## config.mk

```make
export PLATFORM = sky130hd
export DESIGN_NAME = bcd_display_driver_flat
export DESIGN_NICKNAME = d
export VERILOG_FILES = /design/src/rtl/bcd_display_driver_if.sv /design/src/rtl/bcd_display_driver.sv /design/src/flat_wrapper.sv
export SDC_FILE = /design/constraint.sdc
export NUM_CORES = 1
export LEC_CHECK = 0
export BUFFER_PORTS_ARGS = -buffer_cell sky130_fd_sc_hd__buf_2
export CAP_MARGIN = 20
export CORE_ASPECT_RATIO = 1.5
export CORE_MARGIN = 2
export CORE_UTILIZATION = 41
export CTS_CLUSTER_DIAMETER = 30
export DETAILED_ROUTE_END_ITERATION = 12
export HOLD_SLACK_MARGIN = 0.15
export PLACE_DENSITY_LB_ADDON = 0.3
export SYNTH_ARGS = -nofsm -noshare
export SYNTH_HDL_FRONTEND = slang
export SYNTH_SLANG_ARGS = --single-unit
```

## constraint.sdc

```tcl
create_clock -name CLOCK_50 -period 3.95 [get_ports CLOCK_50]
set_input_delay 0.79 -clock CLOCK_50 [delete_from_list [all_inputs] [get_ports CLOCK_50]]
set_output_delay 0.79 -clock CLOCK_50 [all_outputs]
set_load 0.005 [all_outputs]
```

## src/rtl/bcd_display_driver_if.sv

```systemverilog
// Bus between a controller and bcd_display_driver: the load request with its
// value/radix, and the status flags plus the active-low seven-segment field.
interface bcd_display_driver_if #(
  parameter int WIDTH  = 8,
  parameter int DIGITS = 3
);
  logic [WIDTH-1:0]    Value;
  logic                Load;
  logic                Mode;
  logic                Busy;
  logic                Done;
  logic                Overflow;
  logic [7*DIGITS-1:0] HEX;

  // Controller side: requests conversions and watches the display.
  modport master (
    output Value, Load, Mode,
    input  Busy, Done, Overflow, HEX
  );

  // Driver side.
  modport slave (
    input  Value, Load, Mode,
    output Busy, Done, Overflow, HEX
  );
endinterface

```

## src/rtl/bcd_display_driver.sv

```systemverilog
// Binary-to-seven-segment display driver. A load in IDLE latches a binary
// value and a radix. Decimal values go through a double-dabble converter, one
// shift-add-3 step per clock for WIDTH clocks; hex values skip straight to the
// display update. The display register only changes in the SHOW state, so the
// partially converted BCD never reaches the segments.
module bcd_display_driver #(
  parameter int WIDTH  = 8,
  parameter int DIGITS = 3
) (
  input  logic                  CLOCK_50,
  input  logic                  Reset,
  bcd_display_driver_if.slave   bus
);

  // ---------------------------------------------------------------------------
  // Elaboration-time constants
  // ---------------------------------------------------------------------------

  // Decimal digits needed for the largest input, 2^w - 1.
  function automatic int dec_digits(input int w);
    int v;
    int n;
    v = (1 << w) - 1;
    n = 1;
    for (int i = 0; i < 8; i++) begin
      if (v >= 10) begin
        v = v / 10;
        n = n + 1;
      end
    end
    return n;
  endfunction

  // 10^n, the smallest value that no longer fits in n decimal digits.
  function automatic int pow10(input int n);
    int p;
    p = 1;
    for (int i = 0; i < n; i++) begin
      p = p * 10;
    end
    return p;
  endfunction

  localparam int DEC_NIB = dec_digits(WIDTH);
  // The BCD register always covers the displayed digits, and grows by extra
  // nibbles when the input range needs more decimal digits than are shown,
  // so overflowing values never corrupt the low digits during conversion.
  localparam int NIB     = (DEC_NIB > DIGITS) ? DEC_NIB : DIGITS;
  localparam int BCD_W   = 4 * NIB;
  localparam int SR_W    = BCD_W + WIDTH;
  localparam int HEX_W   = 4 * DIGITS;
  localparam int CNT_W   = $clog2(WIDTH);

  localparam logic [31:0]      DEC_LIMIT = 32'(pow10(DIGITS));
  localparam logic [CNT_W-1:0] LAST_STEP = CNT_W'(WIDTH - 1);

  localparam logic [1:0] IDLE    = 2'd0;
  localparam logic [1:0] CONVERT = 2'd1;
  localparam logic [1:0] SHOW    = 2'd2;

  localparam logic [6:0] SEG_BLANK = 7'b1111111;
  localparam logic [6:0] SEG_DASH  = 7'b1111110;

  // Active-low glyphs, bit 6 = segment a down to bit 0 = segment g.
  function automatic logic [6:0] glyph(input logic [3:0] d);
    logic [6:0] seg;
    case (d)
      4'h0:    seg = 7'b0000001;
      4'h1:    seg = 7'b1001111;
      4'h2:    seg = 7'b0010010;
      4'h3:    seg = 7'b0000110;
      4'h4:    seg = 7'b1001100;
      4'h5:    seg = 7'b0100100;
      4'h6:    seg = 7'b0100000;
      4'h7:    seg = 7'b0001111;
      4'h8:    seg = 7'b0000000;
      4'h9:    seg = 7'b0000100;
      4'hA:    seg = 7'b0001000;
      4'hB:    seg = 7'b1100000;
      4'hC:    seg = 7'b0110001;
      4'hD:    seg = 7'b1000010;
      4'hE:    seg = 7'b0110000;
      default: seg = 7'b0111000;
    endcase
    return seg;
  endfunction

  // ---------------------------------------------------------------------------
  // State
  // ---------------------------------------------------------------------------

  logic [1:0]          state_q;
  logic [WIDTH-1:0]    value_q;
  logic                mode_q;
  logic [SR_W-1:0]     sr_q;     // {bcd nibbles, binary remainder}
  logic [CNT_W-1:0]    step_q;
  logic [7*DIGITS-1:0] hex_q;
  logic                ovf_q;

  logic [SR_W-1:0]     sr_step;
  logic [HEX_W-1:0]    value_hex;
  logic                hex_ovf;
  logic                dec_ovf;
  logic                ovf_new;
  logic [7*DIGITS-1:0] hex_new;
  logic [3:0]          digit [DIGITS];

  // ---------------------------------------------------------------------------
  // Double-dabble step
  // ---------------------------------------------------------------------------

  // One conversion step: add 3 to every BCD nibble >= 5, then shift left.
  // NOTE: every variable assigned in an always_comb gets a value on every path
  // (here by copying sr_q first); a path that skips an assignment infers a latch.
  always_comb begin
    logic [SR_W-1:0] adj;
    adj = sr_q;
    for (int k = 0; k < NIB; k++) begin
      if (adj[WIDTH + 4*k +: 4] >= 4'd5) begin
        adj[WIDTH + 4*k +: 4] = adj[WIDTH + 4*k +: 4] + 4'd3;
      end
    end
    sr_step = {adj[SR_W-2:0], 1'b0};
  end

  // ---------------------------------------------------------------------------
  // Hex view of the latched value and its overflow test
  // ---------------------------------------------------------------------------

  generate
    if (WIDTH > HEX_W) begin : g_hex_wide
      assign value_hex = value_q[HEX_W-1:0];
      assign hex_ovf   = |value_q[WIDTH-1:HEX_W];
    end else if (WIDTH == HEX_W) begin : g_hex_exact
      assign value_hex = value_q;
      assign hex_ovf   = 1'b0;
    end else begin : g_hex_narrow
      assign value_hex = {{(HEX_W - WIDTH){1'b0}}, value_q};
      assign hex_ovf   = 1'b0;
    end
  endgenerate

  assign dec_ovf = ({{(32 - WIDTH){1'b0}}, value_q} >= DEC_LIMIT);
  assign ovf_new = mode_q ? hex_ovf : dec_ovf;

  // ---------------------------------------------------------------------------
  // Segment image for the finished conversion
  // ---------------------------------------------------------------------------

  // Pick the digit nibbles, then apply overflow dashes and leading-zero
  // blanking working down from the most significant digit.
  always_comb begin
    logic upper_zero;
    logic [6:0] seg;
    hex_new    = '0;
    upper_zero = 1'b1;
    seg        = SEG_BLANK;
    for (int k = 0; k < DIGITS; k++) begin
      digit[k] = mode_q ? value_hex[4*k +: 4] : sr_q[WIDTH + 4*k +: 4];
    end
    for (int k = DIGITS - 1; k >= 0; k--) begin
      upper_zero = upper_zero && (digit[k] == 4'd0);
      if (ovf_new) begin
        seg = SEG_DASH;
      end else if ((k != 0) && upper_zero) begin
        seg = SEG_BLANK;
      end else begin
        seg = glyph(digit[k]);
      end
      hex_new[7*k +: 7] = seg;
    end
  end

  // ---------------------------------------------------------------------------
  // Control FSM and registers
  // ---------------------------------------------------------------------------

  // Load acceptance, conversion stepping and display capture.
  // NOTE: sequential state uses non-blocking assignments only, so every
  // register sees the pre-edge value of every other register.
  always_ff @(posedge CLOCK_50) begin
    if (Reset) begin
      state_q <= IDLE;
      value_q <= '0;
      mode_q  <= 1'b0;
      sr_q    <= '0;
      step_q  <= '0;
      hex_q   <= {DIGITS{SEG_BLANK}};
      ovf_q   <= 1'b0;
    end else begin
      case (state_q)
        IDLE: begin
          if (bus.Load) begin
            value_q <= bus.Value;
            mode_q  <= bus.Mode;
            sr_q    <= {{BCD_W{1'b0}}, bus.Value};
            step_q  <= '0;
            state_q <= bus.Mode ? SHOW : CONVERT;
          end
        end
        CONVERT: begin
          sr_q   <= sr_step;
          step_q <= step_q + CNT_W'(1);
          if (step_q == LAST_STEP) begin
            state_q <= SHOW;
          end
        end
        SHOW: begin
          hex_q   <= hex_new;
          ovf_q   <= ovf_new;
          state_q <= IDLE;
        end
        default: begin
          state_q <= IDLE;
        end
      endcase
    end
  end

  // ---------------------------------------------------------------------------
  // Outputs
  // ---------------------------------------------------------------------------

  // During SHOW the fresh image is passed through so it appears together with
  // Done; afterwards the captured copy holds it until the next SHOW.
  assign bus.Busy     = (state_q != IDLE);
  assign bus.Done     = (state_q == SHOW);
  assign bus.HEX      = (state_q == SHOW) ? hex_new : hex_q;
  assign bus.Overflow = (state_q == SHOW) ? ovf_new : ovf_q;

endmodule
```

## src/flat_wrapper.sv

```systemverilog
// flat-port wrapper written by rule: the top's interface ports become plain ports
module bcd_display_driver_flat 
#(
  parameter int WIDTH  = 8,
  parameter int DIGITS = 3
)
  (CLOCK_50, Reset, bus_Value, bus_Load, bus_Mode, bus_Busy, bus_Done, bus_Overflow, bus_HEX);
  bcd_display_driver_if #(.WIDTH(WIDTH), .DIGITS(DIGITS)) bus_i ();
  input  logic CLOCK_50;
  input  logic Reset;
  input wire logic [$bits(bus_i.Value)-1:0] bus_Value;
  input wire logic [$bits(bus_i.Load)-1:0] bus_Load;
  input wire logic [$bits(bus_i.Mode)-1:0] bus_Mode;
  output wire logic [$bits(bus_i.Busy)-1:0] bus_Busy;
  output wire logic [$bits(bus_i.Done)-1:0] bus_Done;
  output wire logic [$bits(bus_i.Overflow)-1:0] bus_Overflow;
  output wire logic [$bits(bus_i.HEX)-1:0] bus_HEX;
  assign bus_i.Value = bus_Value;
  assign bus_i.Load = bus_Load;
  assign bus_i.Mode = bus_Mode;
  assign bus_Busy = bus_i.Busy;
  assign bus_Done = bus_i.Done;
  assign bus_Overflow = bus_i.Overflow;
  assign bus_HEX = bus_i.HEX;
  bcd_display_driver #(.WIDTH(WIDTH), .DIGITS(DIGITS)) u_core (.CLOCK_50(CLOCK_50), .Reset(Reset), .bus(bus_i));
endmodule
```

Yosys cells after proc, flatten, opt, wreduce, memory -nomap -nowiden
Memory sizes are Yosys's and may differ from the RTL's.
Cells that the tools add are included.
{"block": "totals", "latch_bits": 0, "ram_bits": 0, "romBits": 336, "reg_bits": 56, "mem_count": 3, "output_inout_bits": 24}
{"name": "(no name shown)", "words": 16, "word_bits": 7, "rd": 1, "rd_ports_with_merged_regs": 0, "wr": 0, "line_no": "bcd_display_driver.sv:67", "rtl": "case (d)"}
{"name": "(no name shown)", "words": 16, "word_bits": 7, "rd": 1, "rd_ports_with_merged_regs": 0, "wr": 0, "line_no": "bcd_display_driver.sv:67"}
{"name": "(no name shown)", "words": 16, "word_bits": 7, "rd": 1, "rd_ports_with_merged_regs": 0, "wr": 0, "line_no": "bcd_display_driver.sv:67"}
{"block": "op_classes", "n_reduce_logical": 9, "shifts": 0, "n_div": 0, "n_eq_ne": 5, "order_cmp": 3, "add_sub_neg": 4, "n_mul": 0, "n_mux": 18, "bitwise_logic": 0}
{"operator": "case mux 20 bit (2 select lines)", "count": 1}
{"operator": "2-to-1 mux 21 bit", "count": 1}
{"operator": "2-to-1 mux 20 bit", "count": 1}
{"operator": "2-to-1 mux 4 bit", "count": 5}
{"operator": "2-to-1 mux 7 bit", "count": 2}
{"operator": "greater-or-equal comparator 4 x 3 -> 1 bit, second input constant", "count": 3}
{"operator": "adder 4 x 2 -> 4 bit, second input constant", "count": 2}
{"operator": "logical NOT 4 bit", "count": 2}
{"operator": "2-to-1 mux 2 bit", "count": 3}
{"operator": "2-to-1 mux 3 bit", "count": 2}
{"operator": "case mux 3 bit (2 select lines)", "count": 1}
{"operator": "AND reduction 2 bit", "count": 3}
{"operator": "case mux 2 bit (2 select lines)", "count": 1}
{"operator": "nonzero test 2 bit", "count": 2}
{"operator": "adder 3 x 1 -> 3 bit, second input constant", "count": 1}
{"operator": "adder 3 x 2 -> 3 bit, second input constant", "count": 1}
{"operator": "equality test 3 bit, second input constant", "count": 1}
{"operator": "equality test 2 x 1 -> 1 bit, second input constant", "count": 1}
{"operator": "equality test 2 bit, second input constant", "count": 1}
{"operator": "logical NOT 2 bit", "count": 1}
{"operator": "inequality test 2 x 1 -> 1 bit, second input constant", "count": 1}
{"operator": "inequality test 2 bit, second input constant", "count": 1}
{"operator": "logical AND 1 bit", "count": 1}
{"operator": "2-to-1 mux 1 bit", "count": 1}

Depth between registers and ports, before layout
Gate-level depths: netlist of run 1.
{"block": "logic_depth", "depth_word": 5, "ltp_mapped": 13, "depth_no_buf": 9}

Worst setup path before layout of run 1
Ideal clock, no wire load.
{"block": "synth_path", "path_kind": "register to output", "startpoint": "register u_core.mode_q", "endpoint": "output bus_HEX[3]", "stages_incl_launch_ff": 13, "t_arrival_ns": 2.223, "slack_ns": 0.937, "path_buffers": 4, "cell_sequence": "dfxtp_1 buf_6 buf_6 buf_6 buf_4 o21ai_1 inv_1 ha_1 inv_1 a21oi_1 a21o_1 a221o_1 nand2_1"}
{"block": "synth_via", "elab_chain_cells": 3}
{"element": "from (decl)", "line_no": "bcd_display_driver.sv:94", "rtl": "logic mode_q;"}
{"element": "from (signal assigned)", "line_no": "bcd_display_driver.sv:195", "rtl": "mode_q <= bus.Mode;"}
{"element": "2-to-1 mux 4 bit", "line_no": "bcd_display_driver.sv:159", "rtl": "digit[k] = mode_q ? value_hex[4*k +: 4] : sr_q[WIDTH + 4*k +: 4];"}
{"element": "memory (16 x 7 bit)"}
{"element": "2-to-1 mux 21 bit"}
{"element": "to (decl)", "line_no": "flat_wrapper.sv:17", "rtl": "output wire logic [$bits(bus_i.HEX)-1:0] bus_HEX;"}
Every way passes these cells.

Worst setup path after layout of run 1
{"block": "layout_path", "startpoint": "register u_core.mode_q", "endpoint": "output bus_HEX[8]"}
{"block": "layout_via", "elab_chain_cells": 5, "elab_cells_between_ends": 8, "cone_classes": "mux (4); reduce/logical (3); memory (1)"}
{"element": "branches (longest 3 deep; another with memory (16 x 7 bit))"}
{"element": "2-to-1 mux 7 bit (*)", "line_no": "bcd_display_driver.sv:165", "rtl": "end else if ((k != 0) && upper_zero) begin"}
{"element": "2-to-1 mux 21 bit (*)"}
Every way passes the cells marked *.

==> impl_metrics.py, run 1 <==
metrics = {
    "run_status": {
        "status": "complete, no violations",
    },
    "cts": {
        "cts_root_buffer": "clkbuf_16",
        "cts-resized-gates": 0,
        "numCtsBuffers": 5,
        "cts_tree": "done",
        "insertion_delay_ps": 300,
        "htree_levels": 2,
        "postCtsSetupRepairBufs": 0,
        "clkTransAtPathRegs_ps": 80,
        "clock_sinks": 56,
        "clk_path_buf_depth": 2,
        "cts_hold_buf": 0,
    },
    "logic_synthesis": {
        "yosys.area.top_type": "dfxtp_1",
        "synth_area_sq_um": 3530,
        "yosys-top-cells-area": "dfxtp_1 (32%), ha_1 (9.9%), nand2_1 (6.2%)",
        "syn_inst": 447,
        "ys_seq_area_share_pct": 31.8,
        "syn_area_per_cell_sq_um": 7.89,
        "synth_edf_count": 0,
        "synth_flop_cell": "dfxtp_1",
        "synthesis.nets": 487,
        "async_reset_ff_share_pct": 0,
        "yosysWarnings": 0,
        "ys_seq_elements": 56,
        "yosysTopAreaCellShare_pct": 31.8,
        "netlist-cell-type-count": 51,
    },
    "drt": {
        "wl_um": 7790,
        "viasPerCell": 5.31,
        "route.detailed.drc": 0,
        "drt_iter0_drc": 193,
        "vias": 3022,
        "wl_per_cell_um": 13.7,
        "firstDrtPassIters": 5,
        "ant_nets": 0,
    },
    "grt": {
        "track_usage_pct": 17.6,
        "antenna_found_initial": 0,
        "first_global_vias": 2909,
        "grt_pass1_wl_um": 13500,
        "gr-total-overflow": 0,
        "grt_max_degree": 44,
    },
    "timing": {
        "hold_slack_ps": 467,
        "fin_ws_ps": 597,
        "slew_headroom_pct": 54.1,
        "finalClockSkew_ps": 8.97,
        "finalMaxSlewViolations": 0,
        "fin_crit_ps": 3350,
        "setup_viol": 0,
        "rsz0062_at_grt": "false",
        "period_share_pct": 84.9,
        "worst_pin_slew_ps": 686,
        "hold_viol_final": 0,
        "max_clock_freq_ghz": 0.298,
        "tns_ps": 0,
    },
    "cells_and_area": {
        "diodes": 0,
        "layoutNonFillerInstCount": 569,
        "fin_nets": 501,
        "fin_area_sq_um": 3860,
        "utilization_pct": 46.2,
        "regArea_sq_um": 1120,
        "drive_gt1_share_pct": 15.2,
        "mostFrequentLayoutCell": "nand2_1",
        "area_growth_pct": 9.58,
        "most-common-layout-cells": "nand2_1 (58), dfxtp_1 (56), nor2_1 (43)",
        "multi_input_area_sq_um": 2160,
        "n_fill_cell": 848,
    },
    "floorplanning": {
        "core_sq_um": 8360,
        "ioPinCount": 36,
        "row_count": 41,
        "initial_utilization_pct": 42.2,
        "die_width_um": 79.7,
        "die_h_um": 118,
        "die-area_sq_um": 9370,
    },
    "placement": {
        "placed_cells": 561,
        "dpl_cell_area_sq_um": 3710,
        "dpl.hpwl_um": 5660,
        "place_congestion": 0.832,
        "post-place-ws_ps": 956,
        "port-buffer-count": 35,
    },
    "power_and_ir_drop": {
        "total_power_mw": 1.22,
        "peakVddDrop_v": 0.000156,
        "leakage_nw": 1.53,
        "power_density_nw_per_um2": 315,
    },
    "critical_path": {
        "cp_data_arrival_time_ps": 2560,
        "cp_top_family": "buffers and inverters",
        "crit_path_max_fanout": 17,
        "end_kind": "primary output",
        "criticalPathCategory": "flip-flop to primary output",
        "crit_required_ps": 3160,
        "worstSetupStartpointType": "flip-flop",
        "critPathBufInv": 3,
        "crit_chain": "buf_4 > mux2i_1 > inv_1 > ha_1 > and3_1 > a221oi_2 > o21ai_1 > buf_2",
        "slowest_delay_ps": 540,
        "critical_path.slowest_cell": "mux2i_1",
    },
    "worst_hold_path": {
        "min_path_type": "flip-flop to flip-flop",
    },
    "flow_run": {
        "cap_violations": 0,
    },
}
## area by class of cell
| cell class | count | area share (%) |
|---|---|---|
| sequential | 56 | 29.0 |
| clock buffer | 5 | 3.24 |
| timing repair buffer | 41 | 5.70 |
| multi-input combinational | 336 | 55.9 |
| clock inverter | 3 | 0.680 |
| inverter | 21 | 2.04 |
| tap | 107 | 3.47 |
## routing by layer
metal  vias to the layer above  global-route usage (%)  wire length [um]
li1                       1576                       -                 -
met1                      1395                    22.0              3520
met2                        43                    30.2              3910
met3                         8                    2.91               228
met5                         -                       0                 0
met4                         0                    5.71               120
## worst min-delay path, stage by stage, from the launching register on
cell,delay [ps]
dfxtp_1,310
nand2_1,60
nand3_1,70
## sequential cells by signal (all words and copies together), names as in the netlist
signal          count
u_core.hex_q       21
u_core.mode_q       1
u_core.ovf_q        1
u_core.sr_q        20
u_core.state_q      2
u_core.step_q       3
u_core.value_q      8
## final timing paths
kind,from,to,slack [ps],cells past startpoint
setup / recovery,u_core.mode_q,bus_HEX[8],600,8
hold / removal,u_core.hex_q[3],u_core.hex_q[3],470,2
hold reg to reg,u_core.hex_q[3],u_core.hex_q[3],470,2
setup reg to reg,u_core.mode_q,u_core.hex_q[9],1520,8
## report_power, final
group | total [mW] | switching [mW] | internal [mW] | leakage (nW)
sequential | 0.605 | 0.0185 | 0.586 | 0.457
clock | 0.467 | 0.226 | 0.242 | 0.0748
combinational | 0.146 | 0.0892 | 0.0566 | 0.994
total | 1.22 | 0.334 | 0.885 | 1.53
## logic make-up (layout without fill, tap and decap cells)
| group | Yosys count | count (layout) | share of synthesized area, % |
|---|---|---|---|
| buffers and inverters | 55 | 70 | 6.99 |
| xor gates and xnor gates | 6 | 6 | 1.49 |
| AOI/OAI and AO/OA | 126 | 126 | 23.5 |
| adders and majority gates | 28 | 28 | 9.94 |
| DFF | 56 | 56 | 31.8 |
| and+or+nand+nor | 158 | 158 | 20.5 |
| muxes | 18 | 18 | 5.82 |
## synthesized netlist by cell type (10+ instances only)
library cell	instances
nand2_1	58
dfxtp_1	56
nor2_1	43
a21oi_1	39
ha_1	28
o21ai_0	27
inv_1	21
clkbuf_1	18
nand2b_1	13
a22oi_1	11
buf_2	11
nand3_1	11
mux2i_1	10
No activity file was read; power rests on OpenSTA's default activity.
==> inputs of run 2 (changes only) <==
Clock period 3.95 ns to 3.2 ns, I/O delays scaled along.
==> impl_metrics.py, run 2 (synthesis gave the netlist of run 1 again) <==
metrics = {
    "drt": {
        "wl_per_cell_um": 13.9,
        "viasPerCell": 5.42,
        "route.detailed.drc": 0,
        "firstDrtPassIters": 4,
        "drt_iter0_drc": 174,
        "ant_nets": 0,
        "wl_um": 7930,
        "vias": 3092,
    },
    "placement": {
        "place_congestion": 0.835,
        "dpl.hpwl_um": 5820,
        "post-place-ws_ps": 410,
        "port-buffer-count": 35,
        "dpl_cell_area_sq_um": 3720,
        "placed_cells": 562,
    },
    "worst_hold_path": {
        "min_path_type": "flip-flop to flip-flop",
        "holdPathStages": 2,
        "hp-start": "u_core.hex_q[3]",
        "holdPathEnd": "u_core.hex_q[3]",
    },
    "critical_path": {
        "crit_required_ps": 2560,
        "rr_endpoint": "u_core.hex_q[17]",
        "end_kind": "primary output",
        "worstSetupStartpointType": "flip-flop",
        "reg2regPathDepth": 8,
        "crit_path_max_fanout": 12,
        "criticalPathCategory": "flip-flop to primary output",
        "worstReg2RegStart": "u_core.mode_q",
        "cp_data_arrival_time_ps": 2340,
        "reg2reg_slack_ps": 1080,
    },
    "timing": {
        "hold_viol_final": 0,
        "finalMaxSlewViolations": 0,
        "rsz0062_at_grt": "false",
        "period_share_pct": 93.1,
        "tns_ps": 0,
        "fin_crit_ps": 2980,
        "fin_ws_ps": 219,
        "worst_pin_slew_ps": 708,
        "finalClockSkew_ps": 7.48,
        "max_clock_freq_ghz": 0.335,
        "setup_viol": 0,
        "slew_headroom_pct": 52.6,
    },
    "power_and_ir_drop": {
        "total_power_mw": 1.49,
        "leakage_nw": 1.53,
        "peakVddDrop_v": 0.000217,
        "power_density_nw_per_um2": 383,
    },
    "cts": {
        "cts-resized-gates": 0,
        "clock_sinks": 56,
        "cts_root_buffer": "clkbuf_16",
        "numCtsBuffers": 5,
        "insertion_delay_ps": 300,
        "clk_path_buf_depth": 2,
        "htree_levels": 2,
        "cts_tree": "done",
        "cts_hold_buf": 0,
        "postCtsSetupRepairBufs": 0,
        "clkTransAtPathRegs_ps": 70,
    },
    "flow_run": {
        "cap_violations": 0,
    },
    "grt": {
        "track_usage_pct": 17.6,
        "grt_max_degree": 44,
        "grt_pass1_wl_um": 13500,
        "antenna_found_initial": 0,
        "gr-total-overflow": 0,
        "first_global_vias": 2935,
    },
    "floorplanning": {
        "die-area_sq_um": 9370,
        "core_sq_um": 8360,
        "ioPinCount": 36,
        "die_h_um": 118,
        "die_width_um": 79.7,
        "initial_utilization_pct": 42.2,
        "row_count": 41,
    },
    "cells_and_area": {
        "most-common-layout-cells": "nand2_1 (58), dfxtp_1 (55), nor2_1 (43)",
        "regMostFlops": "u_core.hex_q",
        "mostFrequentLayoutCell": "nand2_1",
        "drive_gt1_share_pct": 16.0,
        "largestRegisters": "u_core.hex_q: 21 flops, u_core.sr_q: 20 flops, u_core.value_q: 8 flops",
        "fin_area_sq_um": 3890,
        "fin_nets": 502,
        "largest_register_ffs": 21,
        "layoutNonFillerInstCount": 570,
        "diodes": 0,
        "area_growth_pct": 10.3,
    },
    "run_status": {
        "status": "complete, no violations",
    },
}
run 2: metrics by stage:
step | hold slack, ps | utilization [%]
after floorplan | 433 | -
after detailed placement | 455 | 44.5
after CTS | 472 | 46.3
final | 463 | 46.5
after global routing | 488 | 46.5
after global placement | 444 | 44.5
run 2: power breakdown:
| group | switching [mW] | internal [mW] | leakage (nW) |
|---|---|---|---|
| registers | 0.0237 | 0.724 | 0.457 |
| clock network | 0.267 | 0.294 | 0.0742 |
| logic | 0.112 | 0.0707 | 1.00 |
run 2: how the worst max path moves through the flow:
stage | startpoint | endpoint | slack [ps] | cells after the start
after detailed placement | u_core.mode_q | bus_HEX[14] | 410 | 8
after floorplan | u_core.mode_q | bus_HEX[3] | 340 | 12
final | u_core.mode_q | bus_HEX[14] | 220 | 8
after global placement | u_core.mode_q | bus_HEX[14] | 480 | 8
after global routing | u_core.mode_q | bus_HEX[14] | 40 | 8
after CTS | u_core.mode_q | bus_HEX[14] | 80 | 8
run 2: critical path, cell delays in order, from the launching register on:
cell       delay, ps
dfxtp_2          390
buf_4            200
nand2b_1         210
inv_1            110
ha_1             230
mux2_2           300
a2111oi_4        370
nor2_1            90
buf_2            130
run 2: area by class of cell:
cell class | count | area (sq um)
fill | 823 | 4470
inverter | 21 | 78.8
multi-input combinational | 336 | 2180
clock inverter | 3 | 22.5
clock buffer | 5 | 125
timing repair buffer | 42 | 228
sequential | 56 | 1120
tap | 107 | 134
run 2: routing by layer:
| layer | track usage (%) | up-vias | wire length [um] |
|---|---|---|---|
| li1 | - | 1578 | - |
| met1 | 22.3 | 1437 | 3490 |
| met2 | 30.1 | 65 | 4000 |
| met3 | 2.61 | 12 | 302 |
| met4 | 5.82 | 0 | 133 |
| met5 | 0 | - | 0 |
